<file path="src/rtl/decode_imm_stage.sv">
// RV32I immediate decode into a two-entry skid buffer; a decoded entry appears on out_* the cycle after it is accepted.
// in_ready comes from registered state only, so downstream stalls never reach the input combinationally.
module decode_imm_stage #(
  parameter int COUNT_W = 16
) (
  input  logic               clk,
  input  logic               reset,
  input  logic               flush,
  input  logic               in_valid,
  output logic               in_ready,
  input  logic [31:0]        in_instr,
  input  logic [31:0]        in_pc,
  output logic               out_valid,
  input  logic               out_ready,
  output logic [31:0]        out_instr,
  output logic [31:0]        out_pc,
  output logic [31:0]        out_imm,
  output logic [2:0]         out_imm_type,
  output logic               out_illegal,
  output logic [COUNT_W-1:0] stall_cnt
);

  localparam logic [6:0] OP_LUI    = 7'b0110111;
  localparam logic [6:0] OP_AUIPC  = 7'b0010111;
  localparam logic [6:0] OP_JAL    = 7'b1101111;
  localparam logic [6:0] OP_JALR   = 7'b1100111;
  localparam logic [6:0] OP_LOAD   = 7'b0000011;
  localparam logic [6:0] OP_IMM    = 7'b0010011;
  localparam logic [6:0] OP_STORE  = 7'b0100011;
  localparam logic [6:0] OP_BRANCH = 7'b1100011;
  localparam logic [6:0] OP_REG    = 7'b0110011;

  localparam logic [2:0] IMM_NONE = 3'd0;
  localparam logic [2:0] IMM_I    = 3'd1;
  localparam logic [2:0] IMM_S    = 3'd2;
  localparam logic [2:0] IMM_B    = 3'd3;
  localparam logic [2:0] IMM_U    = 3'd4;
  localparam logic [2:0] IMM_J    = 3'd5;

  typedef enum logic [1:0] {
    EMPTY = 2'd0,
    ONE   = 2'd1,
    FULL  = 2'd2
  } state_t;

  typedef struct packed {
    logic [31:0] instr;
    logic [31:0] pc;
    logic [31:0] imm;
    logic [2:0]  imm_type;
    logic        illegal;
  } entry_t;

  state_t             state_q, state_d;
  entry_t             main_q, main_d;
  entry_t             skid_q, skid_d;
  entry_t             dec;
  logic [COUNT_W-1:0] stall_q, stall_d;
  logic               accept;
  logic               pop;

  always_comb begin
    dec          = '0;
    dec.instr    = in_instr;
    dec.pc       = in_pc;
    unique case (in_instr[6:0])
      OP_LUI, OP_AUIPC: begin
        dec.imm_type = IMM_U;
        dec.imm      = {in_instr[31:12], 12'b0};
      end
      OP_JAL: begin
        dec.imm_type = IMM_J;
        dec.imm      = {{11{in_instr[31]}}, in_instr[31], in_instr[19:12],
                        in_instr[20], in_instr[30:21], 1'b0};
      end
      OP_JALR, OP_LOAD, OP_IMM: begin
        dec.imm_type = IMM_I;
        dec.imm      = {{20{in_instr[31]}}, in_instr[31:20]};
      end
      OP_STORE: begin
        dec.imm_type = IMM_S;
        dec.imm      = {{20{in_instr[31]}}, in_instr[31:25], in_instr[11:7]};
      end
      OP_BRANCH: begin
        dec.imm_type = IMM_B;
        dec.imm      = {{19{in_instr[31]}}, in_instr[31], in_instr[7],
                        in_instr[30:25], in_instr[11:8], 1'b0};
      end
      OP_REG: begin
        dec.imm_type = IMM_NONE;
      end
      default: begin
        dec.illegal = 1'b1;
      end
    endcase
  end

  assign in_ready  = (state_q != FULL);
  assign out_valid = (state_q != EMPTY);
  assign accept    = in_valid & in_ready;
  assign pop       = out_valid & out_ready;

  always_comb begin
    state_d = state_q;
    main_d  = main_q;
    skid_d  = skid_q;
    if (flush) begin
      state_d = EMPTY;
    end else begin
      unique case (state_q)
        EMPTY: begin
          if (accept) begin
            state_d = ONE;
            main_d  = dec;
          end
        end
        ONE: begin
          if (accept && pop) begin
            main_d = dec;
          end else if (accept) begin
            state_d = FULL;
            skid_d  = dec;
          end else if (pop) begin
            state_d = EMPTY;
          end
        end
        FULL: begin
          if (pop) begin
            state_d = ONE;
            main_d  = skid_q;
          end
        end
        default: state_d = EMPTY;
      endcase
    end
  end

  // Counts stalls even in a flush cycle; only reset clears it.
  always_comb begin
    stall_d = stall_q;
    if (out_valid && !out_ready && (stall_q != {COUNT_W{1'b1}})) begin
      stall_d = stall_q + COUNT_W'(1);
    end
  end

  always_ff @(posedge clk or posedge reset) begin
    if (reset) begin
      state_q <= EMPTY;
      main_q  <= '0;
      skid_q  <= '0;
      stall_q <= '0;
    end else begin
      state_q <= state_d;
      main_q  <= main_d;
      skid_q  <= skid_d;
      stall_q <= stall_d;
    end
  end

  assign out_instr    = main_q.instr;
  assign out_pc       = main_q.pc;
  assign out_imm      = main_q.imm;
  assign out_imm_type = main_q.imm_type;
  assign out_illegal  = main_q.illegal;
  assign stall_cnt    = stall_q;

endmodule

</file>
<file path="config.mk">
export PLATFORM = sky130hd
export DESIGN_NAME = decode_imm_stage
export DESIGN_NICKNAME = d
export VERILOG_FILES = /design/src/rtl/decode_imm_stage.sv
export SDC_FILE = /design/constraint.sdc
export NUM_CORES = 1
export LEC_CHECK = 0
export CORE_ASPECT_RATIO = 1.2
export CORE_MARGIN = 2
export CORE_UTILIZATION = 49
export CTS_BUF_LIST = sky130_fd_sc_hd__clkbuf_2 sky130_fd_sc_hd__clkbuf_4 sky130_fd_sc_hd__clkbuf_8
export DETAILED_ROUTE_END_ITERATION = 8
export GPL_TIMING_DRIVEN = 0
export PLACE_DENSITY = 0.76
export REMOVE_ABC_BUFFERS = 1
export SYNTH_ARGS = -nofsm -noshare
export SYNTH_HDL_FRONTEND = slang
export SYNTH_SLANG_ARGS = --single-unit
</file>
<file path="constraint.sdc">
create_clock -name clk -period 10.3 [get_ports clk]
set_input_delay 2.06 -clock clk [delete_from_list [all_inputs] [get_ports clk]]
set_output_delay 2.06 -clock clk [all_outputs]
set_load 0.03 [all_outputs]
</file>
==> results of run 1 <==
[critical path, cell delays in order (launching register included)]
cell	delay, ns
dfrtp_1	0.49
nor2b_4	0.53
buf_12	0.29
inv_4	0.16
buf_16	0.25
clkdlybuf4s50_1	0.63
[layout make-up]
cell class	count	area, um^2	area share
multi-input cells	755	3720	0.298
repair buffers	206	2240	0.179
inverters	5	28.8	0.00231
well taps	256	320	0.0257
clock inverters	4	20.0	0.00160
clock buffers	57	697	0.0558
flip-flops and latches	218	5460	0.437
[sequential cells by signal, indices dropped and copies added, names as in the netlist]
name and flops:
out_imm 32, out_instr 32, state_q 2, out_imm_type 3
out_pc 32, skid_q 100, out_illegal 1, stall_cnt 16
[report_power, final]
| group | total (W) | leakage, nW | switching, W | internal, W |
|---|---|---|---|---|
| clock network | 0.000762 | 0.389 | 0.000334 | 0.000428 |
| logic | 0.000648 | 2.50 | 0.000378 | 0.000269 |
| registers | 0.00112 | 2.68 | 0.0000975 | 0.00102 |
| total | 0.00253 | 5.57 | 0.000810 | 0.00172 |
[stage by stage]
stage / TNS [ns] / hold slack (ns)
floorplan: -130.70 / 0.442
global placement: -868.91 / 0.453
detailed placement: 0 / 0.458
CTS: 0 / 0.473
global route: 0 / 0.494
finish: 0 / 0.470
[layer usage]
layer | share of wire | GRT usage | vias up
met5 | 0 | 0 | -
met4 | 0.023 | 0.0826 | 0
met3 | 0.058 | 0.0533 | 46
met2 | 0.49 | 0.420 | 203
met1 | 0.43 | 0.323 | 3958
li1 | - | - | 3884
[layout by cell type (no fill, tap or decap), types with 7 or more instances in the layout]
| cell type | synthesis | layout |
|---|---|---|
| nand2_1 | 369 | 369 |
| dfrtp_1 | 218 | 218 |
| clkdlybuf4s50_1 | 0 | 186 |
| nor2_1 | 98 | 98 |
| a31oi_1 | 68 | 68 |
| clkbuf_8 | 0 | 43 |
| a21oi_1 | 37 | 37 |
| o21ai_0 | 26 | 26 |
| nand3_1 | 18 | 18 |
| nor3_1 | 17 | 16 |
| o22ai_1 | 15 | 15 |
| o211ai_1 | 15 | 15 |
| clkbuf_4 | 0 | 14 |
| xor2_1 | 9 | 9 |
| a211oi_1 | 8 | 8 |
| buf_16 | 0 | 7 |
[logic make-up (layout without fill, tap and decap cells)]
| kind of cell | Yosys count | after routing | synth area share |
|---|---|---|---|
| muxes | 5 | 5 | 0.00568 |
| buffers and inverters | 78 | 272 | 0.0354 |
| and+or+nand+nor | 540 | 540 | 0.237 |
| adders and majority gates | 1 | 1 | 0.00132 |
| AOI/OAI and AO/OA | 196 | 196 | 0.133 |
| xor gates and xnor gates | 13 | 13 | 0.0120 |
| DFF | 218 | 218 | 0.576 |
[path summary, 6_finish.rpt]
kind	from	to	slack (ns)	cells after the start
setup / recovery	state_q[0]	in_ready	5.35	5
hold / removal	skid_q[3]	skid_q[3]	0.47	2
setup reg to reg	state_q[0]	out_imm[30]	7.71	4
hold reg to reg	skid_q[3]	skid_q[3]	0.47	2
max in group asynchronous	reset	skid_q[26]	7.22	3
min in group asynchronous	reset	out_pc[19]	2.08	2
==> flow_summary.toml, run 1 <==
[finish]
fin_area_um2 = 12500
fin_util = 0.659
area_growth_pct = 31.8
layout-drive-gt1-share = 0.0819
nets = 1293
final_cells = 1501
num_antenna_cells = 0
fill_cells = 1547

[placed_design]
dp_hpwl_um = 16300
portBuffers = 186
dpl-instance-area_um2 = 11800
place_inst = 1440
place_congestion = 0.810
place_ws_ns = 5.32

[clocking]
cts_tree = "yes"
clock-sinks = 218
cts_inserted_buffers = 37
post_cts_resized = 0
cts_root_buffer = "clkbuf_8"
h-tree-depth = 2
clock_latency_ns = 0.51
post_cts_buffers = 0
cts_buffer_depth = 3
clkTransAtPathRegs_ns = 0.06
cts_hold_buf = 0

[synthesis]
synth_most_common_cell = "nand2_1"
synth_common_cells = "369 x nand2_1, 218 x dfrtp_1, 98 x nor2_1, 68 x a31oi_1, 43 x clkbuf_1"
async_flop_share = 1.00
ys_seq_area_frac = 0.576
syn-cell-area_um2 = 9470
synth_cell_types = 52
synth.area.top_cells = "dfrtp_1 58%, nand2_1 15%, a31oi_1 4.5%"
synth_area_per_cell_um2 = 9.01
synth_cells = 1051
synth-seq-cells = 218
synthFlopType = "dfrtp_1"
yosysTopAreaCellShare = 0.576
yosysTopAreaCell = "dfrtp_1"
yosysWarnings = 0
synth_edf_count = 0

[timing]
skew_ns = 0.0146
timing.slew.headroom = 0.0909
tightest_slew_ns = 1.35
post-route-min-period_ns = 4.95
rsz0062_at_grt = "no"
max_freq_mhz = 202
hold_viol_final = 0
finalMaxSlewViolations = 0
finalSetupViolCount = 0
layout_setup_ws_ns = 5.35
finalCritPeriodShare = 0.481

[floorplanning]
initial_core_util = 0.500
fp.dieW_um = 131
dieHeight_um = 156
dieArea_um2 = 20500
rows = 55
fp.coreArea_um2 = 18900
io_pins = 187

[grt]
grt_max_degree = 115
grt_pass1_vias = 8185
grt_remaining_overflow = 0
grt_pass1_wl_um = 40900
grt_usage = 0.250
antenna_found_initial = 0

[routing]
post_drt_wl_per_cell_um = 16.6
drc_errors = 0
drt_pass1_iterations = 5
num_vias = 8091
drtIter0Drc = 564
vias_per_cell = 5.39
wl_um = 25000
ant_nets = 0

[worst_setup_path]
crit_arrival_ns = 2.89
required_ns = 8.24
critical_path_class = "reg2out"
crit_path_end_kind = "output port"
crit_path_start_kind = "flip-flop"
crit_fanout = 62

[power]
p_total_w = 0.00253
peakVddDrop_uv = 122
power_density_nw_per_um2 = 202
power_leakage_nw = 5.57

[status]
status = "complete, no violations"

[worst_hold_path]
hold_class = "reg2reg"

[job]
drv_cap = 0
Power figures use the tool's default switching activity.
==> inputs of run 2 (changes only) <==
clock period = 5.2 ns   (was 10.3 ns; I/O delays follow)
==> results of run 2 <==
The final DEF is identical to that of run 1. Status: complete, no violations.
Among the figures that moved: setup slack after placement 5.32 ns -> 1.24 ns; setup slack after layout 5.35 ns -> 1.27 ns; register-to-register setup slack 7.71 ns -> 2.61 ns; total power 0.00253 W -> 0.00500 W; worst IR drop on VDD 122 uV -> 243 uV
==> RTL change 1: new RTL, settings of run 1 <==
Re-encode `state_t` (3 states) as one-hot, 3 bits wide.
--- a/src/rtl/decode_imm_stage.sv
+++ b/src/rtl/decode_imm_stage.sv
@@ -39,6 +39,6 @@
 
-  typedef enum logic [1:0] {
-    EMPTY = 2'd0,
-    ONE   = 2'd1,
-    FULL  = 2'd2
+  typedef enum logic [2:0] {
+    EMPTY = 3'b001,
+    ONE   = 3'b010,
+    FULL  = 3'b100
   } state_t;
Check against the original RTL: same outputs for any inputs over 4 cycles, from zero or initial values and one cycle with reset high; so few cycles prove little.
==> RTL change 1 against run 1 <==
Register-to-register slack worse by 0.35 ns; final cell count shrank 2.8%; utilization down 0.63 points; setup slack worse by 0.63 ns; combinational power is 22% lower; global-route usage decreased by 2.4 points; total power decreased by 7.1%; routed wire length shrank 7.5%; cell area is 1.6% higher; sequential share of layout area decreased by 0.47 points; synthesized area increased by 1.7%; worst hold slack worse by 0.0071 ns; sequential cell count is 1 higher; first-iteration DRC count is 25% lower; critical endpoint unchanged.
==> RTL change 1: results (changes against run 1) <==
The flow ran to the end, and the final reports show no timing, DRC or antenna violations. The wire length of the first global-routing pass was 38.4 mm (-6.1%); the flip-flop count of the largest register, all copies and words added was 100 (unchanged). For the count of cells resized by post-cts repair, the log shows 0 (unchanged). The worst setup path is captured at an output port. The global-route usage over all layers was 0.226 (-0.0242). The share of final-layout standard cells stronger than drive strength 1 came out at 0.0977 (+0.0157).

The run gives 0.753 (-7.1%) as the placer's final routability congestion estimate. The logs give 7.36 ns (-0.35 ns) for the internal reg-to-reg setup slack and 0 (unchanged) for the warning count from the yosys run. Initial antenna violation count: 0 (unchanged).

The number of global-route vias before repair was 7582 (-7.4%); the worst hold slack after final layout was 0.463 ns (-0.00707 ns). The slew at the pin with the worst max-slew slack was 1.18 ns (-0.168 ns); the number of filler instances in the final layout was 1607 (+3.9%). The routed wire length was 23.1 mm (-7.5%). More flip-flops sit in one register than any other, and that register is skid_q. The placed standard-cell area came out at 11900 um2 (+1.2%). The share of synthesized flip-flops with an asynchronous set or reset is 1.00 (unchanged). The logs give 0.0136 ns (-0.00106 ns) for the worst setup skew after layout and 3.52 ns (+0.63 ns) for the worst endpoint data arrival time. The post-synthesis cell type count is 61 (+17%). Deepest clock path buffer count: 3 (unchanged). The sequential share of the synthesized area was 0.569 (-0.00671); the count of nets after finishing was 1240 (-4.1%). The number of buffer cells added on primary ports works out to 186 (unchanged). The run gives 0.00634 uW (+14%) as the static power due to leakage. The run gives 37 (unchanged) as the number of buffers created by CTS. The worst hold path belongs to the class flop to flop. The average vias per placed instance was 5.23 (-3.0%). In the post-synthesis netlist, the biggest area contributors are sky130_fd_sc_hd__dfrtp_1 57%, sky130_fd_sc_hd__nand2_1 12%, sky130_fd_sc_hd__mux2i_1 6.9%.

The latest clock arrival within the worst-skew pair is 0.52 ns. Sorting the synthesized cells by how often they occur yields 318 x sky130_fd_sc_hd__nand2_1, 218 x sky130_fd_sc_hd__dfrtp_1, 79 x sky130_fd_sc_hd__o21ai_0, 66 x sky130_fd_sc_hd__mux2i_1, 53 x sky130_fd_sc_hd__nor2_1. The logs give 4 (-1) for the total iterations of the first detailed-routing run and 989 (-5.9%) for the number of cells produced by synthesis.

The half-perimeter wire length after detailed placement came out at 15.1 mm (-7.3%). The run gives 0 (unchanged) as the number of buffers added for setup after CTS. The pin count of the biggest net entering global routing is 113 (-1.7%), and the number of placed instances, taps included is 1392 (-3.3%).

The register clock-pin slew on the reported worst setup and hold paths is 0.07 ns. The tools report the filler-free cell count of the finished design as 1459 (-2.8%). The number of DRC markers after the initial detailed-route iteration was 421 (-25%).

Number of H-tree levels: 2 (unchanged). The count of antenna diodes in the layout is 0 (unchanged), and the worst IR drop on VDD is 0.177 mV (+45%). Peak fanout along the critical path: 68 (+9.7%). The root buffer cell chosen for the clock tree is sky130_fd_sc_hd__clkbuf_8.
==> RTL change 1: final cells by class <==
| cell class | count | area [um2] | area share |
|---|---|---|---|
| timing repair buffer | 204 | 2200 | 0.174 |
| clock inverter | 6 | 32.5 | 0.00257 |
| clock buffer | 61 | 746 | 0.0588 |
| inverter | 13 | 61.3 | 0.00484 |
| tap | 261 | 327 | 0.0258 |
| multi-input combinational | 695 | 3830 | 0.302 |
| sequential | 219 | 5480 | 0.432 |
==> RTL change 1: report_power, final <==
part           switching, uW  internal, uW
combinational            293           211
clock                    343           458
sequential              69.6           974
==> RTL change 1: cells by family (layout without fill, tap and decap cells) <==
logic type | after synthesis | after routing | share of synthesized area
AND/OR/NAND/NOR | 417 | 417 | 0.180
XOR/XNOR | 15 | 15 | 0.0136
adder cells (fa/ha/maj) | 1 | 1 | 0.00130
flip-flops | 219 | 219 | 0.569
multiplexers | 67 | 67 | 0.0698
AO/OA/AOI/OAI | 195 | 195 | 0.130
buffers and inverters | 75 | 284 | 0.0356
==> RTL change 1: critical path, cell delays in order, from the launching register on <==
cell and delay, ns:
sky130_fd_sc_hd__dfrtp_1 0.42, sky130_fd_sc_hd__nand2b_1 0.21, sky130_fd_sc_hd__nor2_1 0.91, sky130_fd_sc_hd__inv_6 0.40, sky130_fd_sc_hd__buf_16 0.38, sky130_fd_sc_hd__clkdlybuf4s50_1 0.65
==> RTL change 1: through the flow <==
step / setup slack (ns) / total power (uW) / util / TNS (ns)
detailed placement: 5.18 / 1570 / 0.613 / 0
floorplan: 0.0518 / 1330 / - / 0
finish: 4.72 / 2350 / 0.653 / 0
CTS: 4.66 / 2380 / 0.653 / 0
global route: 4.46 / 2470 / 0.653 / 0
global placement: -5.06 / 1560 / 0.594 / -643.79
==> RTL change 1: per-layer routing <==
| layer | GRT usage | share of wire | up-vias |
|---|---|---|---|
| li1 | - | - | 3708 |
| met1 | 0.292 | 0.43 | 3704 |
| met2 | 0.376 | 0.49 | 166 |
| met3 | 0.0515 | 0.053 | 47 |
| met4 | 0.0776 | 0.024 | 0 |
| met5 | 0 | 0 | - |
==> RTL change 1: worst paths after layout <==
path,start,to,cells after the start
worst max register to register,state_q[1]$_DFFE_PP0P_,out_imm[2]$_DFFE_PP0P_,7
worst max-delay path,state_q[1]$_DFFE_PP0P_,in_ready,5
min in group asynchronous,reset,out_pc[19]$_DFFE_PP0P_,2
max in group asynchronous,reset,out_imm[8]$_DFFE_PP0P_,3
worst min-delay path,skid_q[3]$_DFFE_PP0P_,skid_q[3]$_DFFE_PP0P_,2
worst min register to register,skid_q[3]$_DFFE_PP0P_,skid_q[3]$_DFFE_PP0P_,2
==> RTL change 2: new RTL, flow settings as in run 1 <==
Made on the original files. The parameter `COUNT_W` goes from 16 to 14.
--- a/src/rtl/decode_imm_stage.sv
+++ b/src/rtl/decode_imm_stage.sv
@@ -3,3 +3,3 @@
 module decode_imm_stage #(
-  parameter int COUNT_W = 16
+  parameter int COUNT_W = 14
 ) (
Ports: changed (resized stall_cnt); port bits go from 187 to 185. The function was not compared with the original's and may differ.
==> RTL change 2 against run 1 <==
Cell area shrank 2.9%; non-clock buffer count fell by 10; via count decreased by 3.5%; routed wire length shrank 6.6%; sequential cell count shrank 2; global-route usage decreased by 1.6 points; total power decreased by 2.4%; setup slack got worse by 0.33 ns; final cell count down 1.5%; largest power group unchanged; synthesized area decreased by 2.3%.
==> RTL change 2: results (changes against run 1) <==
Routed wire length on met3: 1.42 mm (-1.7%). The run finished with clean final reports. The worst slew margin relative to its limit is 0.236 (+0.145), and the footprint of the flip-flops and latches is 5410 um2 (-0.92%).

The number of buffers other than clock buffers in the final layout came out at 196 (-4.9%). The worst setup skew after layout came out at 0.0100 ns (-0.00465 ns). The area share of fa/ha/maj cells after synthesis works out to 0.00135 (+0.0000313). Routed wire length: 23.3 mm (-6.6%). Non-clock inverter instance count of the final layout: 3 (-2). Pin count of the biggest net entering global routing: 118 (+2.6%). The sequential share of the synthesized area came out at 0.584 (+0.00823).

The logic depth of the worst register-to-register path is 7 (+3), and the half-perimeter wire length after detailed placement is 14.6 mm (-10%). The internal reg-to-reg setup slack was 7.16 ns (-0.55 ns); the mux contribution to synthesized area was 0.00338 (-0.00230). The endpoint identified for the worst register-to-register timing path is out_imm[18]$_DFFE_PP0P_. The fraction of the cycle the final worst path needs is 0.513 (+0.0324), and the placer's final routability congestion estimate is 0.807 (-0.32%).

The number of placed instances, taps included is 1421 (-1.3%), and the compound-cell area share of the yosys netlist is 0.130 (-0.00281). For the wire length on met1, the log shows 10.1 mm (-5.5%). The static power due to leakage came out at 0.00541 uW (-2.9%).

The wire length of the first global-routing pass is 37.9 mm (-7.4%), and the number of filler instances in the final layout is 1551 (+0.26%). The run gives 0.0474 (-0.00594) as the met3 layer usage reported by global route. Count of multi-input combinational gates: 750 (-0.66%). The number of buffers created by CTS came out at 35 (-5.4%). The number of buffer cells added on primary ports came out at 184 (-1.1%).
## RTL change 2: cell types whose count changed after synthesis, sizes merged, moves of 6 or more
cell	run 1	this run
nand2b	7	0
nand3	18	6
buf	30	36
o21ai	26	36
clkbuf	43	31
nor2	98	110
o211ai	15	5
nor3	18	7
a21oi	37	50
or3	2	18
a211oi	8	2
o22ai	15	0
a221oi	0	6
## RTL change 2: metrics by stage
step / area (um2) / TNS [ns] / hold WS, ns / total power [uW]
finish: 12100 / 0 / 0.473 / 2470
global route: 12100 / 0 / 0.493 / 2590
CTS: 12100 / 0 / 0.476 / 2490
detailed placement: 11400 / 0 / 0.462 / 1740
global placement: 11100 / -111.91 / 0.454 / 1720
floorplan: 8960 / 0 / 0.441 / 1460
## RTL change 2: worst min-delay path, cell delays in order (launching register included)
cell                      delay (ns)
sky130_fd_sc_hd__dfrtp_1        0.34
sky130_fd_sc_hd__nand2_1        0.05
sky130_fd_sc_hd__nand2_1        0.06
